`config.mk`:
```
export PLATFORM = sky130hd
export DESIGN_NAME = wb_stage_flat
export DESIGN_NICKNAME = d
export VERILOG_FILES = /design/src/rtl/wb_stage_pkg.sv /design/src/rtl/wb_stage_if.sv /design/src/rtl/wb_load_align.sv /design/src/rtl/wb_stage.sv /design/src/flat_wrapper.sv
export SDC_FILE = /design/constraint.sdc
export NUM_CORES = 1
export LEC_CHECK = 0
export ABC_AREA = 0
export CAP_MARGIN = 20
export CORE_ASPECT_RATIO = 1.5
export CORE_UTILIZATION = 38
export DETAILED_ROUTE_END_ITERATION = 10
export GPL_ROUTABILITY_DRIVEN = 1
export PLACE_DENSITY = 0.76
export REMOVE_ABC_BUFFERS = 1
export SYNTH_ARGS = -nofsm -noshare
export SYNTH_HDL_FRONTEND = slang
export SYNTH_HIERARCHICAL = 1
export SYNTH_SLANG_ARGS = --single-unit
```
`constraint.sdc`:
```
create_clock -name clk -period 3.8 [get_ports clk]
set_clock_uncertainty 0.05 [all_clocks]
set_input_delay 0.76 -clock clk [delete_from_list [all_inputs] [get_ports clk]]
set_output_delay 0.76 -clock clk [all_outputs]
set_load 0.05 [all_outputs]
```
`src/rtl/wb_stage_pkg.sv`:
```
// Shared types for the write-back stage:
// load funct3 codes, FSM states, default width.
package wb_stage_pkg;

  localparam int XLEN_DEF = 32;

  localparam logic [2:0] F3_LB  = 3'b000;
  localparam logic [2:0] F3_LH  = 3'b001;
  localparam logic [2:0] F3_LW  = 3'b010;
  localparam logic [2:0] F3_LBU = 3'b100;
  localparam logic [2:0] F3_LHU = 3'b101;

  typedef enum logic [1:0] {
    IDLE,
    MEM_REQ,
    MEM_WAIT,
    COMMIT
  } wb_state_t;

endpackage

```
`src/rtl/wb_stage_if.sv`:
```
// Execute packet, data-memory read port and
// register/CSR write-back bundle of the WB stage.
interface wb_stage_if
  import wb_stage_pkg::*;
#(
  parameter int XLEN       = XLEN_DEF,
  parameter int ADDR_WIDTH = 5
);
  logic                  in_valid;
  logic                  in_ready;
  logic [XLEN-1:0]       in_pc;
  logic [ADDR_WIDTH-1:0] in_rd;
  logic                  in_rd_wen;
  logic [XLEN-1:0]       in_result;
  logic                  in_is_load;
  logic [2:0]            in_funct3;
  logic                  in_csr_wen;
  logic [11:0]           in_csr_addr;
  logic [XLEN-1:0]       in_csr_wdata;

  logic                  mem_req_valid;
  logic                  mem_req_ready;
  logic [XLEN-1:0]       mem_req_addr;
  logic                  mem_rsp_valid;
  logic [XLEN-1:0]       mem_rsp_data;

  logic                  rf_wen;
  logic [ADDR_WIDTH-1:0] rf_waddr;
  logic [XLEN-1:0]       rf_wdata;
  logic                  csr_wen;
  logic [11:0]           csr_waddr;
  logic [XLEN-1:0]       csr_wdata;
  logic                  commit_valid;
  logic [XLEN-1:0]       commit_pc;
  logic                  load_misalign;

  modport slave (
    input  in_valid, in_pc, in_rd, in_rd_wen,
    input  in_result, in_is_load, in_funct3,
    input  in_csr_wen, in_csr_addr, in_csr_wdata,
    input  mem_req_ready, mem_rsp_valid,
    input  mem_rsp_data,
    output in_ready, mem_req_valid, mem_req_addr,
    output rf_wen, rf_waddr, rf_wdata,
    output csr_wen, csr_waddr, csr_wdata,
    output commit_valid, commit_pc, load_misalign
  );

  modport master (
    output in_valid, in_pc, in_rd, in_rd_wen,
    output in_result, in_is_load, in_funct3,
    output in_csr_wen, in_csr_addr, in_csr_wdata,
    output mem_req_ready, mem_rsp_valid,
    output mem_rsp_data,
    input  in_ready, mem_req_valid, mem_req_addr,
    input  rf_wen, rf_waddr, rf_wdata,
    input  csr_wen, csr_waddr, csr_wdata,
    input  commit_valid, commit_pc, load_misalign
  );

endinterface

```
`src/rtl/wb_load_align.sv`:
```
// Load lane select and sign/zero extension,
// plus the misalignment check for a load type.
module wb_load_align
  import wb_stage_pkg::*;
#(
  parameter int XLEN = XLEN_DEF
) (
  input  logic [2:0]      funct3,
  input  logic [1:0]      addr,
  input  logic [XLEN-1:0] raw,
  output logic [XLEN-1:0] data,
  output logic            misalign
);

  logic [7:0]  b;
  logic [15:0] h;

  always_comb begin
    b        = raw[{addr, 3'b000} +: 8];
    h        = raw[{addr[1], 4'b0000} +: 16];
    data     = raw;
    misalign = 1'b0;
    unique case (1'b1)
      (funct3 == F3_LB):
        data = {{(XLEN-8){b[7]}}, b};
      (funct3 == F3_LBU):
        data = {{(XLEN-8){1'b0}}, b};
      (funct3 == F3_LH): begin
        data     = {{(XLEN-16){h[15]}}, h};
        misalign = addr[0];
      end
      (funct3 == F3_LHU): begin
        data     = {{(XLEN-16){1'b0}}, h};
        misalign = addr[0];
      end
      // LW and any undefined encoding
      default:
        misalign = |addr;
    endcase
  end

endmodule

```
`src/rtl/wb_stage.sv`:
```
// Write-back stage: completes loads over the data
// port, then retires one packet into RF/CSR files.
module wb_stage
  import wb_stage_pkg::*;
#(
  parameter int XLEN       = XLEN_DEF,
  parameter int ADDR_WIDTH = 5
) (
  input logic      clk,
  input logic      rst,
  wb_stage_if.slave bus
);

  wb_state_t state_q, state_d;

  logic [XLEN-1:0]       pc_q, pc_d;
  logic [ADDR_WIDTH-1:0] rd_q, rd_d;
  logic                  rdw_q, rdw_d;
  logic [1:0]            lo_q, lo_d;
  logic [2:0]            f3_q, f3_d;
  logic                  cw_q, cw_d;
  logic [11:0]           ca_q, ca_d;
  logic [XLEN-1:0]       cd_q, cd_d;

  logic                  mrv_q, mrv_d;
  logic [XLEN-1:0]       mra_q, mra_d;
  logic                  rf_wen_q, rf_wen_d;
  logic [ADDR_WIDTH-1:0] rf_waddr_q, rf_waddr_d;
  logic [XLEN-1:0]       rf_wdata_q, rf_wdata_d;
  logic                  csr_wen_q, csr_wen_d;
  logic [11:0]           csr_waddr_q, csr_waddr_d;
  logic [XLEN-1:0]       csr_wdata_q, csr_wdata_d;
  logic                  cv_q, cv_d;
  logic [XLEN-1:0]       cpc_q, cpc_d;
  logic                  mis_q, mis_d;

  logic                  idle;
  logic [2:0]            a_f3;
  logic [1:0]            a_lo;
  logic [XLEN-1:0]       ld_data;
  logic                  ld_mis;

  logic                  go;
  logic                  g_mis;
  logic [XLEN-1:0]       g_data;
  logic [XLEN-1:0]       s_pc;
  logic [ADDR_WIDTH-1:0] s_rd;
  logic                  s_rdw;
  logic                  s_cw;
  logic [11:0]           s_ca;
  logic [XLEN-1:0]       s_cd;

  assign idle = (state_q == IDLE);

  // While idle the live packet is decoded,
  // afterwards the latched copy.
  assign a_f3  = idle ? bus.in_funct3 : f3_q;
  assign a_lo  = idle ? bus.in_result[1:0] : lo_q;
  assign s_pc  = idle ? bus.in_pc : pc_q;
  assign s_rd  = idle ? bus.in_rd : rd_q;
  assign s_rdw = idle ? bus.in_rd_wen : rdw_q;
  assign s_cw  = idle ? bus.in_csr_wen : cw_q;
  assign s_ca  = idle ? bus.in_csr_addr : ca_q;
  assign s_cd  = idle ? bus.in_csr_wdata : cd_q;

  wb_load_align #(.XLEN(XLEN)) u_align (
    .funct3   (a_f3),
    .addr     (a_lo),
    .raw      (bus.mem_rsp_data),
    .data     (ld_data),
    .misalign (ld_mis)
  );

  always_comb begin
    state_d     = state_q;
    pc_d        = pc_q;
    rd_d        = rd_q;
    rdw_d       = rdw_q;
    lo_d        = lo_q;
    f3_d        = f3_q;
    cw_d        = cw_q;
    ca_d        = ca_q;
    cd_d        = cd_q;
    mrv_d       = mrv_q;
    mra_d       = mra_q;
    rf_wen_d    = 1'b0;
    rf_waddr_d  = rf_waddr_q;
    rf_wdata_d  = rf_wdata_q;
    csr_wen_d   = 1'b0;
    csr_waddr_d = csr_waddr_q;
    csr_wdata_d = csr_wdata_q;
    cv_d        = 1'b0;
    cpc_d       = cpc_q;
    mis_d       = 1'b0;
    go          = 1'b0;
    g_mis       = 1'b0;
    g_data      = bus.in_result;

    unique case (state_q)
      IDLE: begin
        if (bus.in_valid) begin
          pc_d  = bus.in_pc;
          rd_d  = bus.in_rd;
          rdw_d = bus.in_rd_wen;
          lo_d  = bus.in_result[1:0];
          f3_d  = bus.in_funct3;
          cw_d  = bus.in_csr_wen;
          ca_d  = bus.in_csr_addr;
          cd_d  = bus.in_csr_wdata;
          if (!bus.in_is_load) begin
            go = 1'b1;
          end else if (ld_mis) begin
            go    = 1'b1;
            g_mis = 1'b1;
          end else begin
            state_d = MEM_REQ;
            mrv_d   = 1'b1;
            mra_d   = {bus.in_result[XLEN-1:2], 2'b00};
          end
        end
      end
      MEM_REQ: begin
        if (bus.mem_req_ready) begin
          mrv_d   = 1'b0;
          state_d = MEM_WAIT;
        end
      end
      MEM_WAIT: begin
        if (bus.mem_rsp_valid) begin
          go     = 1'b1;
          g_data = ld_data;
        end
      end
      COMMIT: state_d = IDLE;
      default: state_d = IDLE;
    endcase

    if (go) begin
      state_d     = COMMIT;
      cv_d        = 1'b1;
      cpc_d       = s_pc;
      rf_wen_d    = s_rdw & (|s_rd) & ~g_mis;
      rf_waddr_d  = s_rd;
      if (!g_mis)
        rf_wdata_d = g_data;
      csr_wen_d   = s_cw & ~g_mis;
      csr_waddr_d = s_ca;
      csr_wdata_d = s_cd;
      mis_d       = g_mis;
    end
  end

  always_ff @(posedge clk) begin
    if (rst) begin
      state_q     <= IDLE;
      pc_q        <= '0;
      rd_q        <= '0;
      rdw_q       <= 1'b0;
      lo_q        <= '0;
      f3_q        <= '0;
      cw_q        <= 1'b0;
      ca_q        <= '0;
      cd_q        <= '0;
      mrv_q       <= 1'b0;
      mra_q       <= '0;
      rf_wen_q    <= 1'b0;
      rf_waddr_q  <= '0;
      rf_wdata_q  <= '0;
      csr_wen_q   <= 1'b0;
      csr_waddr_q <= '0;
      csr_wdata_q <= '0;
      cv_q        <= 1'b0;
      cpc_q       <= '0;
      mis_q       <= 1'b0;
    end else begin
      state_q     <= state_d;
      pc_q        <= pc_d;
      rd_q        <= rd_d;
      rdw_q       <= rdw_d;
      lo_q        <= lo_d;
      f3_q        <= f3_d;
      cw_q        <= cw_d;
      ca_q        <= ca_d;
      cd_q        <= cd_d;
      mrv_q       <= mrv_d;
      mra_q       <= mra_d;
      rf_wen_q    <= rf_wen_d;
      rf_waddr_q  <= rf_waddr_d;
      rf_wdata_q  <= rf_wdata_d;
      csr_wen_q   <= csr_wen_d;
      csr_waddr_q <= csr_waddr_d;
      csr_wdata_q <= csr_wdata_d;
      cv_q        <= cv_d;
      cpc_q       <= cpc_d;
      mis_q       <= mis_d;
    end
  end

  assign bus.in_ready      = idle;
  assign bus.mem_req_valid = mrv_q;
  assign bus.mem_req_addr  = mra_q;
  assign bus.rf_wen        = rf_wen_q;
  assign bus.rf_waddr      = rf_waddr_q;
  assign bus.rf_wdata      = rf_wdata_q;
  assign bus.csr_wen       = csr_wen_q;
  assign bus.csr_waddr     = csr_waddr_q;
  assign bus.csr_wdata     = csr_wdata_q;
  assign bus.commit_valid  = cv_q;
  assign bus.commit_pc     = cpc_q;
  assign bus.load_misalign = mis_q;

endmodule
```
`src/flat_wrapper.sv`:
```
// flat-port wrapper written by rule: the top's interface ports become plain ports
module wb_stage_flat import wb_stage_pkg::*;
#(
  parameter int XLEN       = XLEN_DEF,
  parameter int ADDR_WIDTH = 5
)
  (clk, rst, bus_in_valid, bus_in_pc, bus_in_rd, bus_in_rd_wen, bus_in_result, bus_in_is_load, bus_in_funct3, bus_in_csr_wen, bus_in_csr_addr, bus_in_csr_wdata, bus_mem_req_ready, bus_mem_rsp_valid, bus_mem_rsp_data, bus_in_ready, bus_mem_req_valid, bus_mem_req_addr, bus_rf_wen, bus_rf_waddr, bus_rf_wdata, bus_csr_wen, bus_csr_waddr, bus_csr_wdata, bus_commit_valid, bus_commit_pc, bus_load_misalign);
  wb_stage_if #(.XLEN(XLEN), .ADDR_WIDTH(ADDR_WIDTH)) bus_i ();
  input logic clk;
  input logic rst;
  input wire logic [$bits(bus_i.in_valid)-1:0] bus_in_valid;
  input wire logic [$bits(bus_i.in_pc)-1:0] bus_in_pc;
  input wire logic [$bits(bus_i.in_rd)-1:0] bus_in_rd;
  input wire logic [$bits(bus_i.in_rd_wen)-1:0] bus_in_rd_wen;
  input wire logic [$bits(bus_i.in_result)-1:0] bus_in_result;
  input wire logic [$bits(bus_i.in_is_load)-1:0] bus_in_is_load;
  input wire logic [$bits(bus_i.in_funct3)-1:0] bus_in_funct3;
  input wire logic [$bits(bus_i.in_csr_wen)-1:0] bus_in_csr_wen;
  input wire logic [$bits(bus_i.in_csr_addr)-1:0] bus_in_csr_addr;
  input wire logic [$bits(bus_i.in_csr_wdata)-1:0] bus_in_csr_wdata;
  input wire logic [$bits(bus_i.mem_req_ready)-1:0] bus_mem_req_ready;
  input wire logic [$bits(bus_i.mem_rsp_valid)-1:0] bus_mem_rsp_valid;
  input wire logic [$bits(bus_i.mem_rsp_data)-1:0] bus_mem_rsp_data;
  output wire logic [$bits(bus_i.in_ready)-1:0] bus_in_ready;
  output wire logic [$bits(bus_i.mem_req_valid)-1:0] bus_mem_req_valid;
  output wire logic [$bits(bus_i.mem_req_addr)-1:0] bus_mem_req_addr;
  output wire logic [$bits(bus_i.rf_wen)-1:0] bus_rf_wen;
  output wire logic [$bits(bus_i.rf_waddr)-1:0] bus_rf_waddr;
  output wire logic [$bits(bus_i.rf_wdata)-1:0] bus_rf_wdata;
  output wire logic [$bits(bus_i.csr_wen)-1:0] bus_csr_wen;
  output wire logic [$bits(bus_i.csr_waddr)-1:0] bus_csr_waddr;
  output wire logic [$bits(bus_i.csr_wdata)-1:0] bus_csr_wdata;
  output wire logic [$bits(bus_i.commit_valid)-1:0] bus_commit_valid;
  output wire logic [$bits(bus_i.commit_pc)-1:0] bus_commit_pc;
  output wire logic [$bits(bus_i.load_misalign)-1:0] bus_load_misalign;
  assign bus_i.in_valid = bus_in_valid;
  assign bus_i.in_pc = bus_in_pc;
  assign bus_i.in_rd = bus_in_rd;
  assign bus_i.in_rd_wen = bus_in_rd_wen;
  assign bus_i.in_result = bus_in_result;
  assign bus_i.in_is_load = bus_in_is_load;
  assign bus_i.in_funct3 = bus_in_funct3;
  assign bus_i.in_csr_wen = bus_in_csr_wen;
  assign bus_i.in_csr_addr = bus_in_csr_addr;
  assign bus_i.in_csr_wdata = bus_in_csr_wdata;
  assign bus_i.mem_req_ready = bus_mem_req_ready;
  assign bus_i.mem_rsp_valid = bus_mem_rsp_valid;
  assign bus_i.mem_rsp_data = bus_mem_rsp_data;
  assign bus_in_ready = bus_i.in_ready;
  assign bus_mem_req_valid = bus_i.mem_req_valid;
  assign bus_mem_req_addr = bus_i.mem_req_addr;
  assign bus_rf_wen = bus_i.rf_wen;
  assign bus_rf_waddr = bus_i.rf_waddr;
  assign bus_rf_wdata = bus_i.rf_wdata;
  assign bus_csr_wen = bus_i.csr_wen;
  assign bus_csr_waddr = bus_i.csr_waddr;
  assign bus_csr_wdata = bus_i.csr_wdata;
  assign bus_commit_valid = bus_i.commit_valid;
  assign bus_commit_pc = bus_i.commit_pc;
  assign bus_load_misalign = bus_i.load_misalign;
  wb_stage #(.XLEN(XLEN), .ADDR_WIDTH(ADDR_WIDTH)) u_core (.clk(clk), .rst(rst), .bus(bus_i));
endmodule
```
**After elaboration in Yosys (flattened, before gate mapping)**

Cells that the tools add are included.

- Equal/unequal tests: 14
- Shift-type cells: 2
- Multiplexer cells: 32
- Bitwise operators: 6
- Reduce and logical (&&, ||, !) cells: 14

Operators by type and width:

| kind | number |
|---|---|
| two-way mux 32 bit | 4 |
| one-hot mux 32 bit (4 select lines) | 1 |
| indexed part select 32 x 6 -> 16 bit | 1 |
| indexed part select 32 x 6 -> 8 bit | 1 |
| two-way mux 1 bit | 14 |
| two-way mux 12 bit | 1 |
| two-way mux 2 bit | 6 |
| AND reduction 5 bit | 2 |
| != test 3 bit, second input constant | 3 |
| != test 2 bit, second input constant | 4 |
| OR reduction 2 bit | 4 |
| == test 3 bit, second input constant | 2 |
| one-hot mux 1 bit (2 select lines) | 3 |
| one-hot mux 2 bit (3 select lines) | 1 |
| two-way mux 5 bit | 1 |
| OR reduction 5 bit | 1 |
| == test 2 bit, second input constant | 2 |
| AND reduction 2 bit | 2 |
| AND reduction 4 bit | 1 |
| nonzero test 4 bit | 1 |
| bitwise AND 1 bit | 3 |
| == test 3 x 1 -> 1 bit, second input constant | 1 |
| logical NOT 3 bit | 1 |
| two-way mux 3 bit | 1 |
| other kinds (5) | 7 |

- Register bits after elaboration: 238
- Input port bits: 156
- Output and inout port bits: 151
- Logic and storage cells: 88

**Longest topological paths before layout**

- Depth after elaboration: 11
- Mapped depth: 16
- Gate-level depth less buffers: 9

**By module**

Netlist, hierarchy kept.

Modules (own cells, without submodules):

| module | times used | cells an instance | area each (sq um) | sequential area each (sq um) |
|---|---|---|---|---|
| wb_stage | 1 | 1,110 | 9,598.0 | 4,764.6 |
| wb_load_align | 1 | 94 | 661.9 | 0.0 |

**Worst setup path before layout**

Ideal clock, no wire load.

- Kind: reg-to-reg
- Start: reg u_core.state_q[0]
- End: reg u_core.cpc_q[10] (netlist: u_core/bus.commit_pc[10])
- Setup time: 134 ps
- Data arrival time: 3,335 ps
- Data required time: 3,616 ps
- Path slack: 281 ps
- Stages on the path, launching flop included: 16
- Buffers on the path: 7
- Clock period less this slack: 3,519 ps
- Path through: dfxtp_1 inv_1 ha_1 buf_4 buf_6 buf_2 mux2_2 clkbuf_1 buf_1 a21oi_1 nor2_1 nor2b_1 o21ai_1 clkbuf_1 buf_2 a211oi_1

- Cells in the longest elaborated chain, start to end: 9
- Elaborated cells between the ends (all ways): 17
- Those cells by class: 4 x eq/ne; 8 x mux; 5 x reduce/logical

RTL lines:

| element | line | text |
|---|---|---|
| start, declared | wb_stage.sv:14 | `wb_state_t state_q, state_d;` |
| start signal, assigned | wb_stage.sv:176 | `state_q <= state_d;` |
| logical NOT 2 bit (*) | wb_stage.sv:53 | `assign idle = (state_q == IDLE);` |
| via bus_in_ready | flat_wrapper.sv:24 | `output wire logic [$bits(bus_i.in_ready)-1:0] bus_in_ready;` |
| two-way mux 3 bit (*) | wb_stage.sv:57 | `assign a_f3 = idle ? bus.in_funct3 : f3_q;` |
| via u_core.a_f3[1] | wb_stage.sv:38 | `logic [2:0] a_f3;` |
| == test 3 x 1 -> 1 bit (tied with other cells) | wb_load_align.sv:28 | `(funct3 == F3_LH): begin` |
| OR reduction 2 bit (no source line) | - |  |
| one-hot mux 1 bit (2 select lines) (*) | wb_load_align.sv:23 | `unique case (1'b1)` |
| via u_core.ld_mis | wb_stage.sv:41 | `logic ld_mis;` |
| two-way mux 1 bit (*) | wb_stage.sv:112 | `end else if (ld_mis) begin` |
| two-way mux 1 bit (*) | wb_stage.sv:110 | `if (!bus.in_is_load) begin` |
| two-way mux 1 bit (*) | wb_stage.sv:101 | `if (bus.in_valid) begin` |
| one-hot mux 1 bit (2 select lines) (*) | wb_stage.sv:99 | `unique case (state_q)` |
| end signal, assigned | wb_stage.sv:194 | `cpc_q <= cpc_d;` |
| end, declared | wb_stage.sv:34 | `logic [XLEN-1:0] cpc_q, cpc_d;` |

Mark *: on every way through the listed nets, which the timed path passes. The rest lies on a longest branch.
A chain may end at the register's enable or synchronous reset.

**Worst setup path in the final report**

- Start: reg u_core.state_q[0]
- End: out bus_in_ready

- Cells in the longest elaborated chain, start to end: 1

RTL lines:

| element | line |
|---|---|
| logical NOT 2 bit | wb_stage.sv:53 |
| end, declared | flat_wrapper.sv:24 |

No other way between the ends.

==> results.json <==
{
  "cp_top_family": "buffers and inverters",
  "postCtsSetupBuffers": 0,
  "grt_pass1_wl_mm": 48.57,
  "antenna_found_initial": 1,
  "detail_route.wl_per_cell_um": 17.24,
  "finalHoldViolations": 0,
  "vias": 9572,
  "synth.area.top_cells": "dfxtp_1 (46%), nand2_1 (10%), mux2i_1 (8.8%)",
  "path_cells": "inv_1 -> ha_4 -> clkdlybuf4s50_1",
  "synth_top_flop_cell": "dfxtp_1",
  "holdCritStartpoint": "u_core/pc_q[18]$_SDFFE_PP0P_",
  "p_int_w": 0.006863,
  "portBuffers": 304,
  "maxSlewViolCount": 0,
  "grt_max_degree": 107,
  "max_stage_delay_ns": 0.88,
  "htreeDepth": 1,
  "die_area_mm2": 0.02767,
  "drv_cap": 0,
  "synth_top_cell_area_share_pct": 46.44,
  "r2r_end": "u_core/bus.rf_wen$_SDFF_PP0_",
  "ctsResizeCount": 0,
  "reg2reg_slack_ns": 0.91,
  "area_growth_syn_to_layout_pct": 38.88,
  "synth_most_common_cell": "nand2_1",
  "min_to": "u_core/pc_q[18]$_SDFFE_PP0P_",
  "cts_hold_buf": 0,
  "dr.pass1.iters": 5,
  "dp_hpwl_mm": 21.22,
  "clockBufferDepth": 3,
  "setup_viol": 0,
  "io_pins": 307,
  "antenna_left": 0,
  "grt_usage_pct": 21.87,
  "drc_errors": 0,
  "period_minus_slack_ns": 3.029,
  "clock_latency_ns": 0.51,
  "arrival_ns": 2.22,
  "drive_gt1_share_pct": 6.557,
  "rr_startpoint": "u_core/state_q[0]$_SDFFE_PP0P_",
  "post-route-cell-area_mm2": 0.01425,
  "synth_largest_area_cell": "dfxtp_1",
  "initial_utilization_pct": 38.73,
  "synth_area_mm2": 0.01026,
  "worst_pin_slew_ns": 0.9639,
  "synth_cell_types": 46,
  "setup_tns_ns": 0,
  "relSlewSlack_pct": 35.74,
  "p_comb_share_pct": 52.4,
  "wl_mm": 31.06,
  "fin_crit_sh_pct": 79.70,
  "synth.avg_cell_area_um2": 8.521,
  "cts_tree": "built",
  "min_path_type": "flip-flop to flip-flop",
  "synth_warnings": 6,
  "core_region_area_mm2": 0.02649,
  "swShare_pct": 44.62,
  "first_global_vias": 9277,
  "rsz0062_at_grt": "no",
  "power_density_mw_per_mm2": 869.7,
  "switchingPower_w": 0.005529,
  "synthTopCellsByCount": "nand2_1 (278), dfxtp_1 (238), nor2_1 (127)",
  "crit_type": "flip-flop to primary output",
  "ys_seq_area_share_pct": 46.44,
  "synth-edff-count": 0,
  "p_leak_nw": 5.306,
  "ys_ff_latch": 238,
  "start_kind": "flip-flop",
  "final_util_pct": 53.79,
  "synth_cells": 1204,
  "cp_slowest_cell": "clkdlybuf4s50_1",
  "status": "finished, final reports clean",
  "peakVddDrop_mv": 0.6006,
  "endpoint_kind": "primary output",
  "cts_inserted_buffers": 24,
  "drtIter0Drc": 582,
  "clock_sinks": 238,
  "seqPwrFrac_pct": 28.3,
  "cts.clk_slew.worst_paths_ns": 0.07,
  "min_path_cells": 2,
  "vias_per_cell": 5.312,
  "nets": 1606,
  "synthArstFlopShare_pct": 0,
  "die_h_um": 203.2,
  "grt_overflow": 0,
  "fmax_mhz": 330.2,
  "reg2reg_depth": 7,
  "cts_root_buf": "clkbuf_16",
  "cp_num_buf_inv": 2,
  "gp_congestion": 1.003,
  "nFillCells": 2401,
  "cp_max_fo": 9,
  "rows": 73,
  "die_x_um": 136.2,
  "cp.required_ns": 2.99,
  "clockPowerShare_pct": 19.3,
  "placed_area_mm2": 0.01346
}
-- worst register-to-register path, delay by kind of cell, from the launching register on --
family	cells	cell delay, ns
compound gates	2	0.44
fa+ha+maj	1	0.29
buf+inv	3	1.54
flops	1	0.36
simple gates	1	0.14
-- placed cells by master, fill, tap and decap left out, types with 17 or more instances in the layout --
cell type / Yosys / final
dfxtp_1: 238 / 238
a311oi_2: 17 / 17
clkbuf_16: 0 / 25
clkdlybuf4s50_1: 0 / 303
nand3_1: 32 / 32
mux2i_1: 90 / 90
a211oi_1: 83 / 83
nor2_1: 127 / 126
nand2_1: 278 / 277
a21oi_1: 121 / 121
-- per-layer routing --
metal,vias to the layer above,GRT usage (%),share of wire (%)
met1,4451,24.71,38
li1,4666,-,-
met4,0,10.20,3.9
met2,372,38.71,51
met3,83,4.474,7.0
met5,-,0,0
-- kinds of logic (layout without fill, tap and decap cells) --
logic type                 count (synthesis)  in the layout  share of synthesized area [%]
AOI/OAI and AO/OA                        289            289                          19.89
adders and majority gates                  4              4                         0.4878
buffers and inverters                    115            374                          5.537
DFF                                      238            238                          46.44
muxes                                     99             99                          9.878
other                                      1              3                        0.03655
and+or+nand+nor                          458            458                          17.73
-- flip-flops by register name (all words and copies together) (netlist names) --
name                      cells
u_core/bus.commit_pc         32
u_core/pc_q                  32
u_core/lo_q                   2
u_core/bus.csr_waddr         12
u_core/cd_q                  32
u_core/bus.mem_req_addr      30
u_core/bus.load_misalign      1
u_core/bus.mem_req_valid      1
u_core/bus.commit_valid       1
u_core/bus.csr_wen            1
u_core/cw_q                   1
u_core/rdw_q                  1
u_core/state_q                2
u_core/bus.rf_waddr           5
u_core/f3_q                   3
u_core/ca_q                  12
u_core/bus.rf_wdata          32
u_core/bus.csr_wdata         32
u_core/bus.rf_wen             1
u_core/rd_q                   5
-- per-stage QoR --
stage | hold slack, ns | std cells | setup slack, ns | total power [W]
after floorplan | 0.3768 | 1096 | -9.350 | 0.007813
after global placement | 0.3882 | 1757 | 0.7074 | 0.009919
after detailed placement | 0.3960 | 1757 | 0.6494 | 0.01003
after CTS | 0.4043 | 1801 | 0.7165 | 0.01246
after global routing | 0.4217 | 1802 | 0.6868 | 0.01306
final | 0.4029 | 1802 | 0.7713 | 0.01239
-- layout make-up --
type,count,area [um^2],area share [%]
Inverter,6,22.52,0.1581
Multi-Input combinational cell,852,4975,34.91
Antenna cell,1,2.502,0.01756
Tap cell,337,421.7,2.959
Timing Repair Buffer,324,3272,22.96
Clock inverter,11,105.1,0.7376
Clock buffer,33,685.7,4.812
Sequential cell,238,4765,33.44
-- how the worst max path moves through the flow --
| stage | startpoint | cells after the start | endpoint |
|---|---|---|---|
| floorplan | u_core/state_q[0]$_SDFFE_PP0P_ | 6 | u_core/state_q[1]$_SDFFE_PP0P_ |
| global placement | bus_in_result[1] | 9 | u_core/state_q[1]$_SDFFE_PP0P_ |
| detailed placement | bus_in_result[1] | 9 | u_core/state_q[1]$_SDFFE_PP0P_ |
| CTS | u_core/state_q[0]$_SDFFE_PP0P_ | 3 | bus_in_ready |
| global route | u_core/state_q[0]$_SDFFE_PP0P_ | 3 | bus_in_ready |
| finish | u_core/state_q[0]$_SDFFE_PP0P_ | 3 | bus_in_ready |
-- power by group through the flow --
stage / Sequential (W) / Clock, W / Combinational [W]
global route: 0.00358 / 0.00256 / 0.00692
CTS: 0.00351 / 0.00246 / 0.00650
finish: 0.00350 / 0.00239 / 0.00649
floorplan: 0.00499 / 0 / 0.00283
detailed placement: 0.00356 / 0 / 0.00647
global placement: 0.00353 / 0 / 0.00639
No activity file was read; power rests on OpenSTA's default activity.
